===== config.mk =====
export PLATFORM = sky130hd
export DESIGN_NAME = crc16_engine
export DESIGN_NICKNAME = d
export VERILOG_FILES = /design/src/rtl/crc16_pkg.sv /design/src/rtl/crc16_engine_step.sv /design/src/rtl/crc16_engine.sv
export SDC_FILE = /design/constraint.sdc
export NUM_CORES = 1
export LEC_CHECK = 0
export CAP_MARGIN = 20
export CORE_MARGIN = 5
export CORE_UTILIZATION = 44
export DETAILED_ROUTE_END_ITERATION = 10
export PLACE_DENSITY_LB_ADDON = 0.3
export SYNTH_ARGS = -nofsm -noshare
export SYNTH_HDL_FRONTEND = slang
export SYNTH_SLANG_ARGS = --single-unit

===== constraint.sdc =====
create_clock -name clk_in -period 1.8 [get_ports clk_in]
set_input_delay 0.36 -clock clk_in [delete_from_list [all_inputs] [get_ports clk_in]]
set_output_delay 0.36 -clock clk_in [all_outputs]
set_load 0.05 [all_outputs]

===== src/rtl/crc16_pkg.sv =====
// Shared constants, FSM state type and the reference bit-serial CRC-16 fold
// used by the CRC engine and its single-step datapath.
package crc16_pkg;

   localparam logic [15:0] CRC16_POLY    = 16'h1021;
   localparam logic [15:0] CRC16_INIT    = 16'hFFFF;
   localparam logic [15:0] CRC16_XOR_OUT = 16'h0000;
   localparam int          CRC_BLOCK_W   = 128;

   typedef enum logic [1:0] {
      IDLE = 2'd0,
      CALC = 2'd1,
      DONE = 2'd2
   } crc_state_t;

   // Folds the top nbits of 'bits' (bit CRC_BLOCK_W-1 first) into crc, one bit at a time.
   function automatic logic [15:0] crc16_fold(
      input logic [15:0]            crc,
      input logic [CRC_BLOCK_W-1:0] bits,
      input int                     nbits,
      input logic [15:0]            poly = CRC16_POLY
   );
      logic [15:0] c;
      logic        fb;
      c = crc;
      for (int i = 0; i < CRC_BLOCK_W; i++) begin
         if (i < nbits) begin
            fb = c[15] ^ bits[CRC_BLOCK_W-1-i];
            c  = {c[14:0], 1'b0} ^ (fb ? poly : 16'h0000);
         end
      end
      return c;
   endfunction

endpackage


===== src/rtl/crc16_engine_step.sv =====
// One parallel CRC fold: absorbs BITS_PER_CYCLE data bits (MSB first) into the
// running CRC in a single combinational step.
module crc16_step
   import crc16_pkg::*;
#(
   parameter logic [15:0] POLY           = CRC16_POLY,
   parameter int          BITS_PER_CYCLE = 8
) (
   input  logic [15:0]               crc_in,
   input  logic [BITS_PER_CYCLE-1:0] data_in,
   output logic [15:0]               crc_out
);

   logic [CRC_BLOCK_W-1:0] aligned;

   // Left-align the chunk so the fold consumes data_in MSB first.
   always_comb begin
      aligned = '0;
      aligned[CRC_BLOCK_W-1 -: BITS_PER_CYCLE] = data_in;
      crc_out = crc16_fold(crc_in, aligned, BITS_PER_CYCLE, POLY);
   end

endmodule


===== src/rtl/crc16_engine.sv =====
// Multi-cycle CRC-16 engine: snapshots a 128-bit block on request, folds it
// BITS_PER_CYCLE bits per cycle and holds the result until the request drops.
module crc16_engine
   import crc16_pkg::*;
#(
   parameter logic [15:0] POLY           = CRC16_POLY,
   parameter logic [15:0] INIT           = CRC16_INIT,
   parameter logic [15:0] XOR_OUT        = CRC16_XOR_OUT,
   parameter int          BITS_PER_CYCLE = 8
) (
   input  logic                   clk_in,
   input  logic                   rst_n,
   input  logic [CRC_BLOCK_W-1:0] data_to_crc,
   input  logic                   crc16_valid,
   output logic [15:0]            data_from_crc,
   output logic                   crc16_ready
);

   localparam int N     = CRC_BLOCK_W / BITS_PER_CYCLE;
   localparam int CNT_W = (N > 1) ? $clog2(N) : 1;
   localparam logic [CNT_W-1:0] LAST_CNT = CNT_W'(N - 1);

   generate
      if (!(BITS_PER_CYCLE == 1  || BITS_PER_CYCLE == 2  || BITS_PER_CYCLE == 4  ||
            BITS_PER_CYCLE == 8  || BITS_PER_CYCLE == 16 || BITS_PER_CYCLE == 32 ||
            BITS_PER_CYCLE == 64 || BITS_PER_CYCLE == 128)) begin : g_bad_bpc
         $error("crc16_engine: BITS_PER_CYCLE must be a power of two from 1 to 128");
      end
   endgenerate

   crc_state_t             state_q, state_d;
   logic [15:0]            crc_q, crc_d;
   logic [CRC_BLOCK_W-1:0] shift_q, shift_d;
   logic [CNT_W-1:0]       cnt_q, cnt_d;
   logic                   ready_q, ready_d;
   logic [15:0]            dout_q, dout_d;
   logic [15:0]            step_crc;

   crc16_step #(
      .POLY           (POLY),
      .BITS_PER_CYCLE (BITS_PER_CYCLE)
   ) u_step (
      .crc_in  (crc_q),
      .data_in (shift_q[CRC_BLOCK_W-1 -: BITS_PER_CYCLE]),
      .crc_out (step_crc)
   );

   always_comb begin
      state_d = state_q;
      crc_d   = crc_q;
      shift_d = shift_q;
      cnt_d   = cnt_q;
      ready_d = ready_q;
      dout_d  = dout_q;
      case (state_q)
         IDLE: begin
            if (crc16_valid) begin
               shift_d = data_to_crc;
               crc_d   = INIT;
               cnt_d   = '0;
               state_d = CALC;
            end
         end
         CALC: begin
            // A dropped request abandons the job; the previous result stays on the port.
            if (!crc16_valid) begin
               state_d = IDLE;
            end else begin
               crc_d   = step_crc;
               shift_d = shift_q << BITS_PER_CYCLE;
               cnt_d   = cnt_q + CNT_W'(1);
               if (cnt_q == LAST_CNT) begin
                  dout_d  = step_crc ^ XOR_OUT;
                  ready_d = 1'b1;
                  state_d = DONE;
               end
            end
         end
         DONE: begin
            if (!crc16_valid) begin
               ready_d = 1'b0;
               state_d = IDLE;
            end
         end
         default: begin
            ready_d = 1'b0;
            state_d = IDLE;
         end
      endcase
   end

   always_ff @(posedge clk_in or negedge rst_n) begin
      if (!rst_n) begin
         state_q <= IDLE;
         crc_q   <= INIT;
         shift_q <= '0;
         cnt_q   <= '0;
         ready_q <= 1'b0;
         dout_q  <= 16'h0000;
      end else begin
         state_q <= state_d;
         crc_q   <= crc_d;
         shift_q <= shift_d;
         cnt_q   <= cnt_d;
         ready_q <= ready_d;
         dout_q  <= dout_d;
      end
   end

   assign data_from_crc = dout_q;
   assign crc16_ready   = ready_q;

endmodule

==> run summary <==
The largest vdd supply drop is 0.000780 V. The flow ran to the end, and the final reports show no timing, DRC or antenna violations. Clock slew at the register clock pins of the worst setup and hold paths: 70 ps. Global routing used 18.2% of the available tracks.

For the number of antenna violations at the first check in global routing, the log shows 2. In this run the post-CTS setup repair buffer count came out at 0. The floorplan step set the die width to 143 microns. The mean post-synth cell area was 11.1 sq um; the gate count after technology mapping was 696.

The required time at the endpoint of the critical path was 2110 ps; the pin count of the biggest net entering global routing was 123. The logs give 167 for the sink count of the clock tree and 43.0% for the proportion of power drawn by flip-flops and latches. The final core utilization was 58.9%.

In this run the cell area of the synthesized design comes to 7730 sq um. Counting cells, the worst reg-to-reg path comes to 3. After the first detailed-routing iteration, the DRC count stood at 237.

The congestion estimate from routability-driven global placement came to 0.834. The post-route netlist has 13.4% of its cells at a drive strength greater than 1. Overall power consumption after layout is estimated at 11.3 mW. The tools report the total number of vias as 5430.

Compared with the post-synthesis result, the final layout area differs by 31.6%. The peak fanout along the critical path came out at 4. Power spread over the standard cell area amounts to 1110 nW/um^2.

The logs give 1990 ps for the arrival time reported for the critical path endpoint and 8.23 mW for the internal power contribution. The tool flagged a number of max-cap violations equal to 0. The CTS buffer count is 17, and the via density per instance is 5.06. For the number of endpoints failing setup at the final stage, the log shows 0. The initial core utilization came out at 44.7%. The floorplan has 48 rows. In this run the biggest area consumer among cell types represents 48.9% of the synthesized area. Dividing the detail-routed wire length by the instance count gives 16.8 microns. In this run, distinct cell masters in the synthesized netlist total 35. The remaining global-route overflow came out at 0. The share of the cycle needed by the critical path after routing is 93.6%. After synthesis the netlist holds a flip-flop and latch count of 167.

After synthesis, the most frequently instantiated cells are dfrtp_1, nand2_1, o21ai_0, mux2i_1, clkbuf_1. Setup repair after global routing left no endpoint under its margin. For this run, the detailed router's first-pass iteration total came to 4. The cell sitting at the root of the clock tree is a clkbuf_16. For this design the total switching power over the nets is 3.03 mW. STA classifies the critical path startpoint as a flop. The H-tree generated during clock tree synthesis spans 4 levels. The run gives 54.3% as the sequential fraction of the synthesis area. The tools report the maximum clock path buffer count as 2. The leading area contributor after synthesis was dfrtp_1. Combinational cells account for 23.1% of the total power. On the final layout, the worst clock skew is 7.04 ps. Among all cell types in the netlist, the one instantiated most often is dfrtp_1. TritonCTS built the clock tree. Once detail routing completed, the nets flagged for antenna violations numbered 0. The worst hold path belongs to the class in -> async. The logs give 4200 sq um for the footprint of the flip-flops and latches and 828 for the net count of the mapped netlist.

The fill cell total of the finished layout is 1382, and the power share of the clock group is 33.9%. The leakage power came out at 4.70 nW. The number of global-route vias before repair is 5767, and the tightest slew margin relative to the limit is 72.5%. The multi-input combinational cells in the finished layout cover a total of 3300 sq um. The number of endpoints with negative hold slack in the final report is 0, and the minimum period implied by the final worst setup slack is 1680 ps. For this block, the routed nets add up to 18.0 mm of wire. For the pin with the worst max-slew slack, the measured transition is 413 ps.

The kind of end point of the critical path is a flop. The area inside the core boundary was 17300 sq um. The net switching fraction of the power is 26.9%, and the antenna diode count is 0. Based on the critical path, the design can be clocked at up to 594 MHz.

The clock latency on the worst-skew pair is 420 ps. The full die area came out at 20300 sq um. For the total count of max-transition violations in the final report, the log shows 0.

After the last flow step, the layout net total stands at 968. For this run, the leading register cell type out of synthesis is dfrtp_1. The number of buffers added on ports came out at 147. The yosys synthesis warning count was 0. The run gives 116 ps as the post-layout worst setup margin.

In the routed design, unresolved DRC markers number 0. The hold slack is 416 ps, and the final HPWL from detailed placement is 13.2 mm. By area the synthesized netlist is led by dfrtp_1, mux2i_1, o21ai_0, nand2_1, dfstp_2.

In this run, synthesis inferred 0 flip-flops with an integrated enable. In this run the count of I/O pins placed on the die edge is 148. Before CTS, the worst setup slack after placement is -11.8 ps. The first-pass GRT wire length was 29.2 mm. In the final timing run, aggregate negative setup slack is 0 ps. In the synthesized netlist the async set-or-reset flop fraction comes to 100%.

The critical path is of the reg -> reg type. Measured along the y axis, the die boundary spans 143 microns.
layout make-up:
type / count / share of cell area, %
sequential: 167 / 41.3
multi-input combinational: 479 / 32.4
timing repair buffer: 170 / 17.4
clock buffer: 21 / 4.72
tap: 225 / 2.76
clock inverter: 11 / 1.43
inverter: 1 / 0.0369
state kept, by name (all words and copies together) (netlist names):
register       flops
data_from_crc     16
crc_q             16
cnt_q              4
state_q            2
shift_q          128
crc16_ready        1
power groups by stage:
stage / clock network, mW / logic [mW] / registers [mW]
after floorplan: 0 / 1.79 / 4.78
after detailed placement: 0 / 2.60 / 4.90
after global routing: 4.06 / 2.83 / 4.90
after CTS: 3.89 / 2.62 / 4.84
after global placement: 0 / 2.51 / 4.87
final: 3.82 / 2.60 / 4.84
layer usage:
layer | global-route usage, % | share of wire (%)
met5 | 0 | 0.14
met4 | 6.25 | 2.1
met3 | 5.44 | 5.9
met2 | 29.9 | 49
met1 | 22.9 | 43
cell families (layout without fill, tap and decap cells):
group / Yosys count / after routing / synth area share [%]
AND/OR/NAND/NOR: 170 / 170 / 9.17
flip-flops: 167 / 167 / 54.3
AO/OA/AOI/OAI: 151 / 151 / 10.4
multiplexers: 132 / 132 / 17.4
buffers and inverters: 50 / 203 / 3.30
XOR/XNOR: 25 / 25 / 5.31
adder cells (fa/ha/maj): 1 / 1 / 0.162
per-stage QoR:
step,std cells,cell area [sq um]
CTS,1074,10200
detailed placement,1041,9540
global route,1074,10200
finish,1074,10200
global placement,1041,9540
floorplan,696,7730
critical path, stage by stage (launching register included):
cell and delay [ps]:
dfrtp_1 450, xnor2_2 360, xnor3_1 500, mux2_4 270
final timing paths:
check                                   from                end  slack, ps
worst max-delay path            shift_q[124]  data_from_crc[12]        120
worst min-delay path                   rst_n       shift_q[105]        420
worst max register to register  shift_q[124]  data_from_crc[12]        120
worst min register to register    shift_q[0]         shift_q[0]        470
max in group asynchronous              rst_n         shift_q[6]        660
min in group clk_in               shift_q[0]         shift_q[0]        470
what timing repair did:
action	4_1_cts	5_1_grt
hold buffers	1	0
setup endpoints to repair	0	3
gates resized for setup	0	1
hold endpoints to repair	25	0
cell usage in the layout, fill, tap and decap left out, types with 2 or more instances in the layout:
master and count:
mux2_2 10, nand3b_1 9, o21ai_1 11, mux2_4 2
nand3_1 4, nor2_1 5, clkdlybuf4s50_1 129, nand2_1 141
xnor2_4 2, dfstp_2 16, dfrtp_1 150, clkinv_2 3
o22a_1 10, xnor3_1 9, buf_12 13, o21ai_0 121
xor2_1 4, clkbuf_8 4, bufinv_16 3, mux2i_1 120
a21oi_1 6, clkinvlp_4 3, xnor2_1 6, clkbuf_16 17
buf_4 26, xnor2_2 4
(Power assumes the default switching activity.)
==> RTL edit, RTL diff (same settings) <==
`CRC_BLOCK_W`: 128 -> 64.
--- a/src/rtl/crc16_pkg.sv
+++ b/src/rtl/crc16_pkg.sv
@@ -6,5 +6,5 @@
    localparam logic [15:0] CRC16_INIT    = 16'hFFFF;
    localparam logic [15:0] CRC16_XOR_OUT = 16'h0000;
-   localparam int          CRC_BLOCK_W   = 128;
+   localparam int          CRC_BLOCK_W   = 64;
 
    typedef enum logic [1:0] {
Ports: changed (resized data_to_crc); port bits go from 148 to 84. No check against the original RTL was run, so the function may have changed too.
==> RTL edit against the original RTL <==
- critical endpoint is now data_from_crc[7]$_DFFE_PN0P_
- worst setup slack improved by 0.063 ns
- design area fell by 42%
- combinational power fell by 19%
- synthesized area fell by 40%
- critical path type unchanged
- routed wire length fell by 47%
- total power fell by 42%
- core utilization fell by 1.5 points
- largest power group unchanged
- sequential cell count fell by 65
==> RTL edit: results (changes against the original RTL) <==
stage;metric;value;unit;change
drt;Vias/cell;4.90;;was 5.06
finish;post-layout util;0.573;;was 0.589
global_routing;initial antenna violation count;0;;was 2
power_and_ir_drop;Leakage;2.77;nW;was 4.70 nW
power_and_ir_drop;Flop+latch power;0.00302;W;was 0.00484 W
worst_setup_path;CP Max Fanout;26;;was 4
finish;Fillers;884;;was 1,382
finish;max reg flops;64;;was 128
clock_network;later-pin clock latency in the skew report;0.36;ns;was 0.42 ns
power_and_ir_drop;Clk. pwr;0.00139;W;was 0.00382 W
synthesis;Seq cells post-synth;102;;was 167
global_routing;vias in the first global route;3354;;was 5,767
global_routing;grt met2 use;0.257;;was 0.299
floorplanning;Die ar.;12800;um^2;was 20,300 um^2
drt;wire per inst;14.8;um;was 16.8 um
synthesis;Yosys cell types;29;;was 35
finish;ClkCell Share;0.0319;;was 0.0614
power_and_ir_drop;Final Total Pwr;0.00653;W;was 0.0113 W
power_and_ir_drop;internal power;0.00452;W;was 0.00823 W
finish;area of the multi-input gates;1980;um^2;was 3300 um^2
drt;final WL;9.53;mm;was 18.0 mm
worst_setup_path;end of the critical path;data_from_crc[7]$_DFFE_PN0P_;;was data_from_crc[12]$_DFFE_PN0P_
finish;Inverters excl. clock;2;;was 1
finish;nets;573;;was 968
place;gpl congestion;0.794;;was 0.834
place;buffers added on ports;83;;was 147
clock_network;CTS clk-pin slew, worst paths;0.10;ns;was 0.07 ns
outcome;status;complete, no violations;;unchanged
worst_setup_path;Worst Reg-to-Reg Cells;5;;was 3
global_routing;GRT Total Usage;0.161;;was 0.182
finish;non-clk buf share;0.167;;was 0.174
drt;initial DRC count;135;;was 237
finish;share of layout cells above drive strength 1;0.157;;was 0.134
place;HPWL Detailed;7.02;mm;was 13.2 mm
synthesis;synthesized area per cell;11.1;um^2;about the same
finish;CLK BUF;10;;was 21
worst_setup_path;Reg-to-Reg Start;cnt_q[0]$_DFFE_PN0P_;;was shift_q[124]$_DFFE_PN0P_
-- RTL edit: cell count changes in the layout (fill, tap and decap cells not counted), moves of 5 or more --
cell	delta
mux2i_1	-63
nand2_1	-52
dfrtp_1	-65
clkdlybuf4s50_1	-64
clkbuf_16	-17
a21oi_1	+5
xnor2_1	+5
o21ai_1	-6
o22a_1	-5
clkbuf_8	+6
nor2_1	+5
buf_12	-7
o21ai_0	-59
-- RTL edit: critical path, cell delays in order, from the launching register on --
cell	delay, ns
dfrtp_1	0.41
ha_1	0.21
ha_1	0.22
nand4b_1	0.15
buf_12	0.18
mux2_2	0.34
-- RTL edit: logic make-up after synthesis --
family,Yosys count,synth area share
adder cells (fa/ha/maj),2,0.00536
AND/OR/NAND/NOR,114,0.102
buffers and inverters,30,0.0268
multiplexers,63,0.137
AO/OA/AOI/OAI,86,0.0983
flip-flops,102,0.551
XOR/XNOR,24,0.0806
-- RTL edit: what timing repair did --
item / in CTS / in global routing
hold buffers: 1 / 0
hold endpoints to repair: 19 / 0
setup buffers: 0 / 0
